--- src/rtl/temp_conv_pkg.sv ---
// ============================================================================
// Module  : temp_conv_pkg
// Brief   : Shared types and constants for the temperature-conversion arbiter.
// Revision: 1.0 - initial release
// ============================================================================
`default_nettype none

package temp_conv_pkg;

  typedef enum logic [1:0] {
    IDLE  = 2'd0,
    ISSUE = 2'd1,
    WAIT  = 2'd2,
    RESP  = 2'd3
  } state_t;

  localparam logic FMT_F2C  = 1'b1;
  localparam logic FMT_C2F  = 1'b0;
  localparam int   F_OFFSET = 32;
  localparam int   NREQ     = 2;

endpackage

`default_nettype wire

--- src/rtl/temp_conv_arbiter_rr_arb2.sv ---
// ============================================================================
// Module  : rr_arb2
// Brief   : Two-input round-robin arbiter; pointer flips away from the winner
//           whenever a grant is consumed (advance).
// Revision: 1.0 - initial release
// ============================================================================
`default_nettype none

module rr_arb2
  import temp_conv_pkg::*;
(
  input  logic            clk,
  input  logic            reset,
  input  logic [NREQ-1:0] req,
  input  logic            advance,
  output logic [NREQ-1:0] gnt
);

  // r_ptr = 0 favours requester 0, r_ptr = 1 favours requester 1
  logic r_ptr;

  always_comb begin
    gnt = '0;
    case (req)
      2'b01:   gnt = 2'b01;
      2'b10:   gnt = 2'b10;
      2'b11:   gnt = r_ptr ? 2'b10 : 2'b01;
      default: gnt = '0;
    endcase
  end

  always_ff @(posedge clk or posedge reset) begin
    if (reset) begin
      r_ptr <= 1'b0;
    end else if (advance) begin
      r_ptr <= gnt[0];
    end
  end

endmodule

`default_nettype wire

--- src/rtl/temp_conv_arbiter.sv ---
// ============================================================================
// Module  : temp_conv_arbiter
// Brief   : Shares one registered-read temperature ROM between two requesters
//           with round-robin arbitration and per-requester response channels.
//           Optional macro TEMP_CONV_RANGE_FLAG_EN adds rsp0_err/rsp1_err.
// Revision: 1.0 - initial release
// ============================================================================
`default_nettype none

module temp_conv_arbiter
  import temp_conv_pkg::*;
#(
  parameter int AWIDTH = 8,
  parameter int DWIDTH = 8
) (
  input  logic              clk,
  input  logic              reset,
  input  logic              req0_valid,
  input  logic              req1_valid,
  output logic              req0_ready,
  output logic              req1_ready,
  input  logic [AWIDTH-1:0] req0_temp,
  input  logic [AWIDTH-1:0] req1_temp,
  input  logic              req0_fmt,
  input  logic              req1_fmt,
  output logic              rsp0_valid,
  output logic              rsp1_valid,
  input  logic              rsp0_ready,
  input  logic              rsp1_ready,
  output logic [DWIDTH-1:0] rsp0_data,
  output logic [DWIDTH-1:0] rsp1_data,
`ifdef TEMP_CONV_RANGE_FLAG_EN
  output logic              rsp0_err,
  output logic              rsp1_err,
`endif
  output logic [AWIDTH-1:0] rom_addr,
  output logic              rom_format_sel,
  input  logic [DWIDTH-1:0] rom_data
);

  state_t            r_state;
  state_t            w_next_state;
  logic [NREQ-1:0]   w_gnt;
  logic              w_accept;
  logic              w_rsp_hs;
  logic [AWIDTH-1:0] r_temp;
  logic              r_fmt;
  logic              r_idx;
  logic [DWIDTH-1:0] r_result;

  rr_arb2 u_rr_arb2 (
    .clk     (clk),
    .reset   (reset),
    .req     ({req1_valid, req0_valid}),
    .advance (w_accept),
    .gnt     (w_gnt)
  );

  assign w_accept = req0_ready | req1_ready;
  assign w_rsp_hs = (r_idx ? rsp1_ready : rsp0_ready) & (r_state == RESP);

  // ROM inputs come straight from the request latches so they are already
  // settled in ISSUE and cannot move during WAIT.
  assign rom_addr       = r_temp;
  assign rom_format_sel = r_fmt;

  always_ff @(posedge clk or posedge reset) begin
    if (reset) begin
      r_state <= IDLE;
    end else begin
      r_state <= w_next_state;
    end
  end

  always_comb begin
    w_next_state = r_state;
    case (r_state)
      IDLE:    if (w_accept) w_next_state = ISSUE;
      ISSUE:   w_next_state = WAIT;
      WAIT:    w_next_state = RESP;
      RESP:    if (w_rsp_hs) w_next_state = IDLE;
      default: w_next_state = IDLE;
    endcase
  end

  // Ready is gated by reset so the outputs read as reset values while held.
  always_comb begin
    req0_ready = 1'b0;
    req1_ready = 1'b0;
    rsp0_valid = 1'b0;
    rsp1_valid = 1'b0;
    rsp0_data  = '0;
    rsp1_data  = '0;
    if (r_state == IDLE && !reset) begin
      req0_ready = w_gnt[0];
      req1_ready = w_gnt[1];
    end
    if (r_state == RESP) begin
      rsp0_valid = ~r_idx;
      rsp1_valid = r_idx;
    end
    if (r_idx) begin
      rsp1_data = r_result;
    end else begin
      rsp0_data = r_result;
    end
  end

  always_ff @(posedge clk or posedge reset) begin
    if (reset) begin
      r_temp   <= '0;
      r_fmt    <= FMT_C2F;
      r_idx    <= 1'b0;
      r_result <= '0;
    end else begin
      if (w_accept) begin
        r_temp <= w_gnt[1] ? req1_temp : req0_temp;
        r_fmt  <= w_gnt[1] ? req1_fmt  : req0_fmt;
        r_idx  <= w_gnt[1];
      end
      if (r_state == WAIT) begin
        r_result <= rom_data;
      end
    end
  end

`ifdef TEMP_CONV_RANGE_FLAG_EN
  // Flags an F-to-C input below freezing that the ROM clamps to zero.
  logic r_err;
  logic w_err_in;

  assign w_err_in = w_gnt[1]
                  ? (req1_fmt == FMT_F2C) && (req1_temp < AWIDTH'(F_OFFSET))
                  : (req0_fmt == FMT_F2C) && (req0_temp < AWIDTH'(F_OFFSET));

  always_ff @(posedge clk or posedge reset) begin
    if (reset) begin
      r_err <= 1'b0;
    end else if (w_accept) begin
      r_err <= w_err_in;
    end
  end

  assign rsp0_err = ~r_idx & r_err;
  assign rsp1_err = r_idx & r_err;
`endif

endmodule

`default_nettype wire
--- config.mk ---
export PLATFORM = sky130hd
export DESIGN_NAME = temp_conv_arbiter
export DESIGN_NICKNAME = d
export VERILOG_FILES = /design/src/rtl/temp_conv_pkg.sv /design/src/rtl/temp_conv_arbiter_rr_arb2.sv /design/src/rtl/temp_conv_arbiter.sv
export SDC_FILE = /design/constraint.sdc
export NUM_CORES = 1
export LEC_CHECK = 0
export ABC_AREA = 1
export CAP_MARGIN = 25
export CORE_UTILIZATION = 42
export DETAILED_ROUTE_END_ITERATION = 12
export PLACE_DENSITY = 0.87
export SLEW_MARGIN = 20
export SYNTH_ARGS = -nofsm -noshare
export SYNTH_HDL_FRONTEND = slang
export SYNTH_HIERARCHICAL = 1
export SYNTH_SLANG_ARGS = --single-unit
--- constraint.sdc ---
create_clock -name clk -period 3.05 [get_ports clk]
set_clock_uncertainty 0.15 [all_clocks]
set_input_delay 0.61 -clock clk [delete_from_list [all_inputs] [get_ports clk]]
set_output_delay 0.61 -clock clk [all_outputs]
set_load 0.01 [all_outputs]
==> impl_results.md, run 1 <==
* Status: finished clean
* Wl on met1 at 1.09 mm
* Count of synthesis-stage warnings from yosys at 6
* Post-route setup TNS at 0 ns
* Fraction of power spent switching nets at 39.9%
* Cts repair resizes at 0
* Achievable clock frequency at 344 MHz
* Peak VDD IR at 0.581 mV
* Post-route clock period utilization at 95.2%
* I/O pin cnt at 61
* Min cycle time layout at 2.90 ns
* Metal2 WL at 1.23 mm
* Int Pwr at 0.937 mW
* Arrival time at the worst endpoint at 2.14 ns
* Area leader, netlist: sky130_fd_sc_hd__dfrtp_1
* Top post-synthesis cells by count: sky130_fd_sc_hd__inv_1 (36), sky130_fd_sc_hd__nand2_1 (36), sky130_fd_sc_hd__dfrtp_1 (21)
* Count of pins over their slew limit at 0
* Library cells used by synthesis at 17
* Max-cap viol count at 0
* Critical path capture point: req1_ready
* Tightest Hold Check Type: in -> async
* Net count after synthesis at 193
* Leakage power at 0.908 nW
* Setup slack of the most critical reg-to-reg path at 1.45 ns
* Actual transition at the worst max-transition pin at 0.530 ns
* Vias at 1153
* Reg-to-Reg Start: r_state[0]$_DFFE_PP0P_
* Antenna Cells at 0
* Element type at the critical path start: primary input
* Total GRT Usage at 17.6%
* Category of the most critical setup path: in -> out
* Origin of the worst setup path: req1_valid
* Number of global-route vias before repair at 1030
* Terminus of the critical flop-to-flop path: r_state[0]$_DFFE_PP0P_
* Number of CTS-inserted buffers at 3
* Met3 WL at 271 µm
* Number of rows in the core area at 18
* Number of cells traversed by the worst register-to-register path at 5
* Detail Placement HPWL at 2.18 mm
* RSZ-0062 raised after global routing: no
* Pre-antenna DRT Iters at 4
* CTS tree: yes
* Cell chosen for the clock root: sky130_fd_sc_hd__clkbuf_4
* Reg power frac at 33.3%
* Total power of the final layout at 1.56 mW
* Clock-pin slew on the worst setup and hold paths at 0.11 ns
* Share of power burned in the clock network at 8.4%
* CTS H-Tree Depth at 1
* Slew HR at 64.6%
* Number of DRC violations after detailed-routing iteration 0 at 28
* Pin count of the biggest net entering global routing at 21
* Combinational cell fraction of total power at 58.4%
* Deepest clock path buffer count at 2
* Total routed wirelength at 2.61 mm
* Final hold violation count at 0
* Proportion of synthesized flip-flops having asynchronous set or reset at 100%
* Critical Path Sink Type: output port
* Core ar. at 2590 µm²
* Count of antenna-violating nets left after detailed routing at 0
* Largest fanout of any net on the critical path at 4
* Antenna violations before repair at 0
* Filler instances at 203
* Number of enable-type register cells in the synthesized netlist at 0
* Die boundary height at 55.3 µm
* Wire length of the first global-routing pass at 4.29 mm
* Mean Syn Cell Area at 7.55 µm²
* Largest cells by area after synthesis: sky130_fd_sc_hd__dfrtp_1 (44%), sky130_fd_sc_hd__inv_1 (11%), sky130_fd_sc_hd__nand2_1 (11%), sky130_fd_sc_hd__o21ai_0 (6.7%), sky130_fd_sc_hd__a21oi_2 (6.6%)
* Power per cell area at 851 nW/µm²
* Share of post-route cells with drive strength above 1 at 8.68%
* Routed length per instance at 10.5 µm
* Setup bufs post-CTS at 0
* Top-area cell type share of the netlist area at 44.1%
* NumNets Final at 255
* Top FF cell, synth: sky130_fd_sc_hd__dfrtp_1
* Area of the mapped netlist at 1190 µm²
* CTS Hold Buffers Added at 0
* DR DRC count at 0
* Final weighted congestion in routability-driven placement at 0.804
* Via density per instance at 4.63
* Horizontal die dimension at 55.3 µm
* Required time worst endpoint at 2.29 ns
* Total of endpoints with negative setup slack in the final report at 0
* FF+latch count, synth at 21
* Sequential share of the synthesized area at 44.1%
* Highest metal used: met4
* Number of clock sinks at 21
* Gate Count Post-Synth at 158
* Source-to-sink clock delay at the later pin of the worst-skew pair at 0.29 ns
* Area overhead of the layout relative to synthesis at 53.7%
* Count of buffers from port buffering at 60
* Switch Pwr at 0.622 mW
* Overall die area at 3060 µm²
* Gr ovfl total at 0
* Starting utilization of the core area at 46.0%
[cell families (layout without fill, tap and decap cells)]
family | after synthesis | in the layout | synth area share (%)
DFF | 21 | 21 | 44.1
and+or+nand+nor | 64 | 64 | 22.8
adders and majority gates | 3 | 3 | 3.15
AOI/OAI and AO/OA | 28 | 28 | 14.8
buffers and inverters | 42 | 103 | 15.2
[metal layers]
metal | vias to the layer above | global-route usage (%)
met5 | - | 0
met2 | 58 | 31.2
li1 | 594 | -
met1 | 499 | 19.1
met4 | 0 | 7.50
met3 | 2 | 5.62
[cells in the final DEF, fill, tap and decap left out, drive strengths merged]
| cell type | n |
|---|---|
| clkbuf | 4 |
| ha | 3 |
| a21boi | 1 |
| or2 | 1 |
| nand2 | 37 |
| buf | 3 |
| nor2 | 18 |
| clkdlybuf4s50 | 60 |
| dfrtp | 21 |
| and2 | 1 |
| inv | 36 |
| a21oi | 9 |
| nand3 | 7 |
| o21ai | 18 |
[critical path, stage by stage]
cell	delay (ns)
sky130_fd_sc_hd__clkdlybuf4s50_1	0.48
sky130_fd_sc_hd__a21boi_1	0.26
sky130_fd_sc_hd__nand3_2	0.17
sky130_fd_sc_hd__inv_1	0.09
sky130_fd_sc_hd__clkdlybuf4s50_1	0.53
[how the worst min path moves through the flow]
stage,start,to
after floorplan,reset,u_rr_arb2/r_ptr$_DFFE_PP0P_
after global placement,u_rr_arb2/r_ptr$_DFFE_PP0P_,u_rr_arb2/r_ptr$_DFFE_PP0P_
after detailed placement,u_rr_arb2/r_ptr$_DFFE_PP0P_,u_rr_arb2/r_ptr$_DFFE_PP0P_
after CTS,reset,u_rr_arb2/r_ptr$_DFFE_PP0P_
after global routing,reset,u_rr_arb2/r_ptr$_DFFE_PP0P_
final,reset,u_rr_arb2/r_ptr$_DFFE_PP0P_
[sequential cells by signal (all words and copies together) (netlist names)]
| register | flops |
|---|---|
| r_idx | 1 |
| r_result | 8 |
| r_state | 2 |
| u_rr_arb2/r_ptr | 1 |
| rom_format_sel | 1 |
| rom_addr | 8 |
[power by group through the flow]
| stage | logic (mW) | registers, mW | clock network (mW) |
|---|---|---|---|
| after floorplan | 0.497 | 0.511 | 0 |
| after global placement | 0.878 | 0.515 | 0 |
| after detailed placement | 0.916 | 0.525 | 0 |
| after CTS | 0.920 | 0.519 | 0.137 |
| after global routing | 1.00 | 0.536 | 0.146 |
| final | 0.910 | 0.519 | 0.130 |
[through the flow]
stage          instance area, µm²  worst slack [ns]  util [%]  hold WS (ns)  cells
6_report                     1830             0.146      70.8         0.327    249
5_1_grt                      1830            0.0697      70.8         0.320    249
4_1_cts                      1830             0.142      70.8         0.317    249
3_5_place_dp                 1810             0.149      69.8         0.348    245
3_3_place_gp                 1810             0.210      69.8         0.333    245
2_1_floorplan                1190             0.835         -         0.189    158
[layout make-up]
class,instances,area (µm²),area share [%]
Timing Repair Buffer,63,623,34.0
Inverter,36,135,7.37
Sequential cell,21,526,28.7
Tap cell,30,37.5,2.05
Clock buffer,4,26.3,1.43
Multi-Input combinational cell,95,485,26.5
(Power assumes the default switching activity.)
==> run 2: changes to the inputs <==
--- a/config.mk
+++ b/config.mk
@@ -6,11 +6,12 @@
 export NUM_CORES = 1
 export LEC_CHECK = 0
 export ABC_AREA = 1
-export CAP_MARGIN = 25
+export ABC_CLOCK_PERIOD_IN_PS = 3050
+export CAP_MARGIN = 20
 export CORE_UTILIZATION = 42
 export DETAILED_ROUTE_END_ITERATION = 12
 export PLACE_DENSITY = 0.87
-export SLEW_MARGIN = 20
+export SLEW_MARGIN = 10
 export SYNTH_ARGS = -nofsm -noshare
 export SYNTH_HDL_FRONTEND = slang
 export SYNTH_HIERARCHICAL = 1
==> results of run 2 <==
The final DEF is identical to that of run 1; final timing and power are the same.
